File: config.mk
export PLATFORM = sky130hd
export DESIGN_NAME = tick_gen_cascade
export DESIGN_NICKNAME = d
export VERILOG_FILES = /design/src/rtl/tick_gen_pkg.sv /design/src/rtl/tick_stage.sv /design/src/rtl/tick_gen_cascade.sv
export SDC_FILE = /design/constraint.sdc
export NUM_CORES = 1
export LEC_CHECK = 0
export CORE_MARGIN = 2
export CORE_UTILIZATION = 54
export DETAILED_ROUTE_END_ITERATION = 6
export PLACE_DENSITY = 0.76
export SYNTH_ARGS = -nofsm -noshare
export SYNTH_HDL_FRONTEND = slang
export SYNTH_SLANG_ARGS = --single-unit
File: constraint.sdc
create_clock -name clk -period 2.1 [get_ports clk]
set_input_delay 0.315 -clock clk [delete_from_list [all_inputs] [get_ports clk]]
set_output_delay 0.315 -clock clk [all_outputs]
set_load 0.01 [all_outputs]
File: src/rtl/tick_gen_pkg.sv
// rtl/tick_gen_pkg.sv - shared constants and helpers for the tick generator cascade
//
// Purpose : divisor packing width, default divisor set, and elaboration-time
//           helpers used by tick_gen_cascade and tick_stage.
// Ports   : none (package).
package tick_gen_pkg;

  localparam int DIV_W      = 32;
  localparam int MAX_STAGES = 8;

  // Stage 0 in the LSBs: 100 MHz -> 1 MHz -> 1 kHz -> 100 Hz -> 1 Hz.
  localparam logic [4*DIV_W-1:0] DEFAULT_DIVS = {32'd100, 32'd10, 32'd1000, 32'd100};

  function automatic int unsigned div_at(input logic [MAX_STAGES*DIV_W-1:0] divs,
                                         input int k);
    return divs[DIV_W*k +: DIV_W];
  endfunction

  function automatic bit is_valid_div(input int unsigned d);
    return d >= 2;
  endfunction

endpackage

File: src/rtl/tick_stage.sv
// rtl/tick_stage.sv - one divide-by-DIV stage of the tick cascade
//
// Purpose : counts 0..DIV-1 on each carry-in, emits a registered one-cycle
//           tick on wrap and a registered square wave.
// Ports   : clk         system clock
//           reset       asynchronous active-low reset
//           i_clear     synchronous clear (wins over carry-in)
//           i_carry_in  advance request from the previous stage (or enable)
//           o_carry_out combinational wrap, feeds the next stage
//           o_tick      registered one-clk pulse on wrap
//           o_clk       registered square wave
module tick_stage
  import tick_gen_pkg::*;
#(
  parameter int unsigned DIV = 2
) (
  input  logic clk,
  input  logic reset,
  input  logic i_clear,
  input  logic i_carry_in,
  output logic o_carry_out,
  output logic o_tick,
  output logic o_clk
);

  // A width of at least 1 keeps elaboration alive long enough for the
  // divisor check in the top to report an illegal DIV.
  localparam int CW = (DIV < 2) ? 1 : $clog2(DIV);
  localparam logic [CW-1:0] CNT_MAX  = CW'(DIV - 1);
  localparam logic [CW-1:0] CNT_HALF = CW'(DIV / 2);

  logic [CW-1:0] r_cnt;
  logic          r_tick;
  logic          r_clk;
  logic          w_wrap;
  logic [CW-1:0] w_cnt_next;

  assign w_wrap      = i_carry_in && (r_cnt == CNT_MAX);
  assign o_carry_out = w_wrap;

  always_comb begin
    w_cnt_next = r_cnt;
    if (i_carry_in) begin
      w_cnt_next = w_wrap ? '0 : r_cnt + CW'(1);
    end
  end

  // The square wave is derived from the value being loaded, so it stays in
  // step with the counter and holds naturally while the stage is idle.
  always_ff @(posedge clk or negedge reset) begin
    if (!reset) begin
      r_cnt  <= '0;
      r_tick <= 1'b0;
      r_clk  <= 1'b0;
    end else if (i_clear) begin
      r_cnt  <= '0;
      r_tick <= 1'b0;
      r_clk  <= 1'b0;
    end else begin
      r_cnt  <= w_cnt_next;
      r_tick <= w_wrap;
      r_clk  <= (w_cnt_next >= CNT_HALF);
    end
  end

  assign o_tick = r_tick;
  assign o_clk  = r_clk;

endmodule

File: src/rtl/tick_gen_cascade.sv
// rtl/tick_gen_cascade.sv - N cascaded tick/square-wave rate generators
//
// Purpose : chains N_STAGES tick_stage dividers; stage k advances only when
//           every earlier stage wraps in the same cycle, so all ticks align.
// Ports   : clk      system clock
//           reset    asynchronous active-low reset
//           i_en     count enable (0 pauses every stage)
//           i_clear  synchronous clear of every stage
//           o_tick   [N_STAGES] one-clk pulse per stage rate
//           o_clk    [N_STAGES] registered square wave per stage rate
module tick_gen_cascade
  import tick_gen_pkg::*;
#(
  parameter int                          N_STAGES = 4,
  parameter logic [N_STAGES*DIV_W-1:0]   DIVS     = DEFAULT_DIVS
) (
  input  logic                clk,
  input  logic                reset,
  input  logic                i_en,
  input  logic                i_clear,
  output logic [N_STAGES-1:0] o_tick,
  output logic [N_STAGES-1:0] o_clk
);

  localparam logic [MAX_STAGES*DIV_W-1:0] DIVS_EXT = (MAX_STAGES*DIV_W)'(DIVS);

  if (N_STAGES < 1 || N_STAGES > MAX_STAGES) begin : g_bad_n
    $error("tick_gen_cascade: N_STAGES must be in 1..8");
  end

  // w_carry[k] advances stage k; w_carry[0] is the global enable.
  logic [N_STAGES:0] w_carry;
  logic              w_unused_carry;

  assign w_carry[0]     = i_en;
  assign w_unused_carry = w_carry[N_STAGES];

  for (genvar k = 0; k < N_STAGES; k++) begin : g_stage
    if (!is_valid_div(div_at(DIVS_EXT, k))) begin : g_bad_div
      $error("tick_gen_cascade: every divisor must be >= 2");
    end

    tick_stage #(
      .DIV (div_at(DIVS_EXT, k))
    ) u_stage (
      .clk         (clk),
      .reset       (reset),
      .i_clear     (i_clear),
      .i_carry_in  (w_carry[k]),
      .o_carry_out (w_carry[k+1]),
      .o_tick      (o_tick[k]),
      .o_clk       (o_clk[k])
    );
  end

endmodule

==> flow_summary.yaml <==
global_route:
  busiest_layer: "met2"
  grt_util_met2_pct: 33.8
  track_usage_pct: 21.7
  grt_max_degree: 37
  grt_pass1_vias: 1588
  antenna_found_initial: 0
  grt_pass1_wl_mm: 7.40
  grt_use_met1_pct: 28.9
  grt_util_met3_pct: 5.26
  grt_overflow: 0
clock_network:
  cts-htree-levels: 2
  hold_buffers: 0
  clkLatencyLatePin_ps: 290
  cts_num_sinks: 36
  path_clk_slew_ps: 70
  root_buffer: "clkbuf_8"
  cts_tree: "yes"
  clock_path_buffers: 2
  cts_made_buffers: 5
setup_path:
  crit-reg2reg-capture: "g_stage[1].u_stage.o_clk$_DFF_PN0_"
  crit_path_start_kind: "register"
  worstPathArrival_ps: 2130
  path_class: "reg -> reg"
  crit_fanout: 4
  reg2reg_from: "g_stage[0].u_stage.r_cnt[1]$_DFF_PN0_"
  rrSetupSlack_ps: 140
  cp-end-kind: "register"
  cp.required_ps: 2260
  reg2reg_depth: 7
pwr:
  p_leak_nw: 1.10
  p_per_area_nw_per_um2: 494
  vdd_drop_max_mv: 0.416
  total_power_w: 0.00123
route:
  detail-route-antenna-nets: 0
  route.detailed.drc: 0
  drt-total-wl_mm: 4.44
  drt-initial-drc-count: 86
  dr_total_vias: 1737
  detail_route.wl_per_cell_um: 14.8
  via_per_inst: 5.79
  drt_pre_antenna_iters: 4
sta:
  max_freq_mhz: 510
  drv_slew: 0
  worst_clock_skew_ps: 6.79
  tightestPinTransition_ps: 809
  tns_ps: 0
  slew_headroom_pct: 46.0
  period_share_pct: 93.4
  layout_min_cycle_time_ps: 1960
  setup_viol: 0
  rsz0062_at_grt: "false"
  final-hold-violation-count: 0
yosys:
  ys_seq_area_share_pct: 40.9
  synthesis.area_sq_um: 2200
  synthArstFlopShare_pct: 100
  synth_edf_count: 0
  synthFlopType: "dfrtp_1"
  syn_area_per_cell_sq_um: 9.42
  synthDominantCellAreaShare_pct: 40.9
  synth_cells: 234
  ys_warn_count: 0
  synth_seq_cells: 36
  synth_cell_types: 53
  syn-num-nets: 243
  synthTopCellsByArea: "dfrtp_1 (41%), buf_4 (3.7%), nand2_1 (3.4%)"
  yosys.area.top_type: "dfrtp_1"
floorplanning:
  chipWidth_um: 67.9
  core_sq_um: 3970
  fp.dieH_um: 67.9
  num_rows: 23
  boundaryPins: 12
  initial_utilization_pct: 55.5
  dieArea_sq_um: 4610
min_path:
  min_path_type: "in -> async"
cells_and_area:
  nets: 259
  nFillCells: 347
  drive_gt1_share_pct: 20.4
  final_area_sq_um: 2480
  diodes: 0
  syn_to_final_growth_pct: 12.7
placed_design:
  placed_area_sq_um: 2350
  portBuffers: 11
  hpwl_mm: 3.21
  gp_congestion: 0.893
run_status:
  status: "finished, final reports clean"
flow_run:
  max-cap-violations: 0
-- synthesized netlist by cell type, drive strengths merged (7+ instances only) --
library cell and instances:
nand4 8, a21oi 11, nand2 22, buf 19, dfrtp 36, nand3 9
xnor2 7, nor3 15, nor2 20, inv 11
-- layer usage --
metal,share of wire [%],up-vias
met2,46,26
met1,48,836
met4,2.0,0
li1,-,866
met5,0,-
met3,3.3,9
-- sequential cells by signal, summed over array words and instances (netlist names) --
register,cells
g_stage.u_stage.r_cnt,28
g_stage.u_stage.o_tick,4
g_stage.u_stage.o_clk,4
-- area by class of cell --
cell class / instances / area, sq um / area share [%]
clock inverters: 1 / 5.00 / 0.202
inverters: 11 / 41.3 / 1.66
flip-flops and latches: 36 / 901 / 36.3
well taps: 50 / 62.6 / 2.52
clock buffers: 6 / 72.6 / 2.92
multi-input cells: 165 / 1150 / 46.1
repair buffers: 31 / 255 / 10.3
-- placed cells by master, fill, tap and decap left out, types with 3 or more instances in the layout --
master,Yosys,routed
clkdlybuf4s50_1,0,10
and2_1,5,3
dfrtp_1,36,36
nor3_1,13,13
nand4_1,7,7
a31oi_1,5,5
nor4_1,5,3
nor2_1,20,20
a21oi_1,11,11
nand2_1,20,20
inv_1,11,11
ha_1,5,4
xnor2_1,7,7
or3_1,4,4
nand3_1,9,9
xor2_1,5,5
buf_4,11,20
nand3b_1,4,4
o21ai_0,3,3
clkbuf_8,1,5
-- what timing repair did --
item	4_1_cts	5_1_grt
setup buffers	0	0
resized for setup	0	12
endpoints found under the setup margin	0	4
-- power by group --
part	total (W)	internal [W]	switching, W
logic	0.0000592	0.0000208	0.0000384
clock network	0.000465	0.000225	0.000240
registers	0.000703	0.000698	0.00000507
-- cells by family after synthesis --
kind of cell               share of synthesized area, %
and+or+nand+nor                                    27.5
xor gates and xnor gates                           4.77
AOI/OAI and AO/OA                                  12.5
DFF                                                40.9
adders and majority gates                          2.84
buffers and inverters                              9.48
muxes                                              1.93
-- metrics by stage --
step,hold slack [ps],utilization (%),cells,setup slack [ps]
detailed placement,453,59.3,293,-122
finish,110,62.5,300,139
global route,178,62.5,300,18.7
global placement,444,59.3,293,-72.9
floorplan,19.4,-,234,159
CTS,131,61.2,300,35.7
-- worst max-delay path: stages (launching register included) --
cell     delay [ps]
dfrtp_1         390
ha_2            210
and4b_2         290
buf_4           140
nand4_1         120
o31a_1          290
o21ai_0         280
o41ai_2         120
-- worst max-delay path by stage --
| stage | from | endpoint | slack, ps | depth (start not counted) |
|---|---|---|---|---|
| 6_report | g_stage[0].u_stage.r_cnt[1]$_DFF_PN0_ | g_stage[1].u_stage.o_clk$_DFF_PN0_ | 140 | 7 |
| 5_1_grt | g_stage[0].u_stage.r_cnt[1]$_DFF_PN0_ | g_stage[1].u_stage.o_clk$_DFF_PN0_ | 20 | 7 |
| 4_1_cts | g_stage[0].u_stage.r_cnt[1]$_DFF_PN0_ | g_stage[1].u_stage.o_clk$_DFF_PN0_ | 40 | 7 |
| 3_5_place_dp | i_en | g_stage[3].u_stage.o_clk$_DFF_PN0_ | -120 | 6 |
| 3_3_place_gp | i_en | g_stage[3].u_stage.o_clk$_DFF_PN0_ | -70 | 6 |
| 2_1_floorplan | g_stage[1].u_stage.r_cnt[0]$_DFF_PN0_ | g_stage[3].u_stage.o_clk$_DFF_PN0_ | 160 | 6 |
Power figures use the tool's default switching activity.
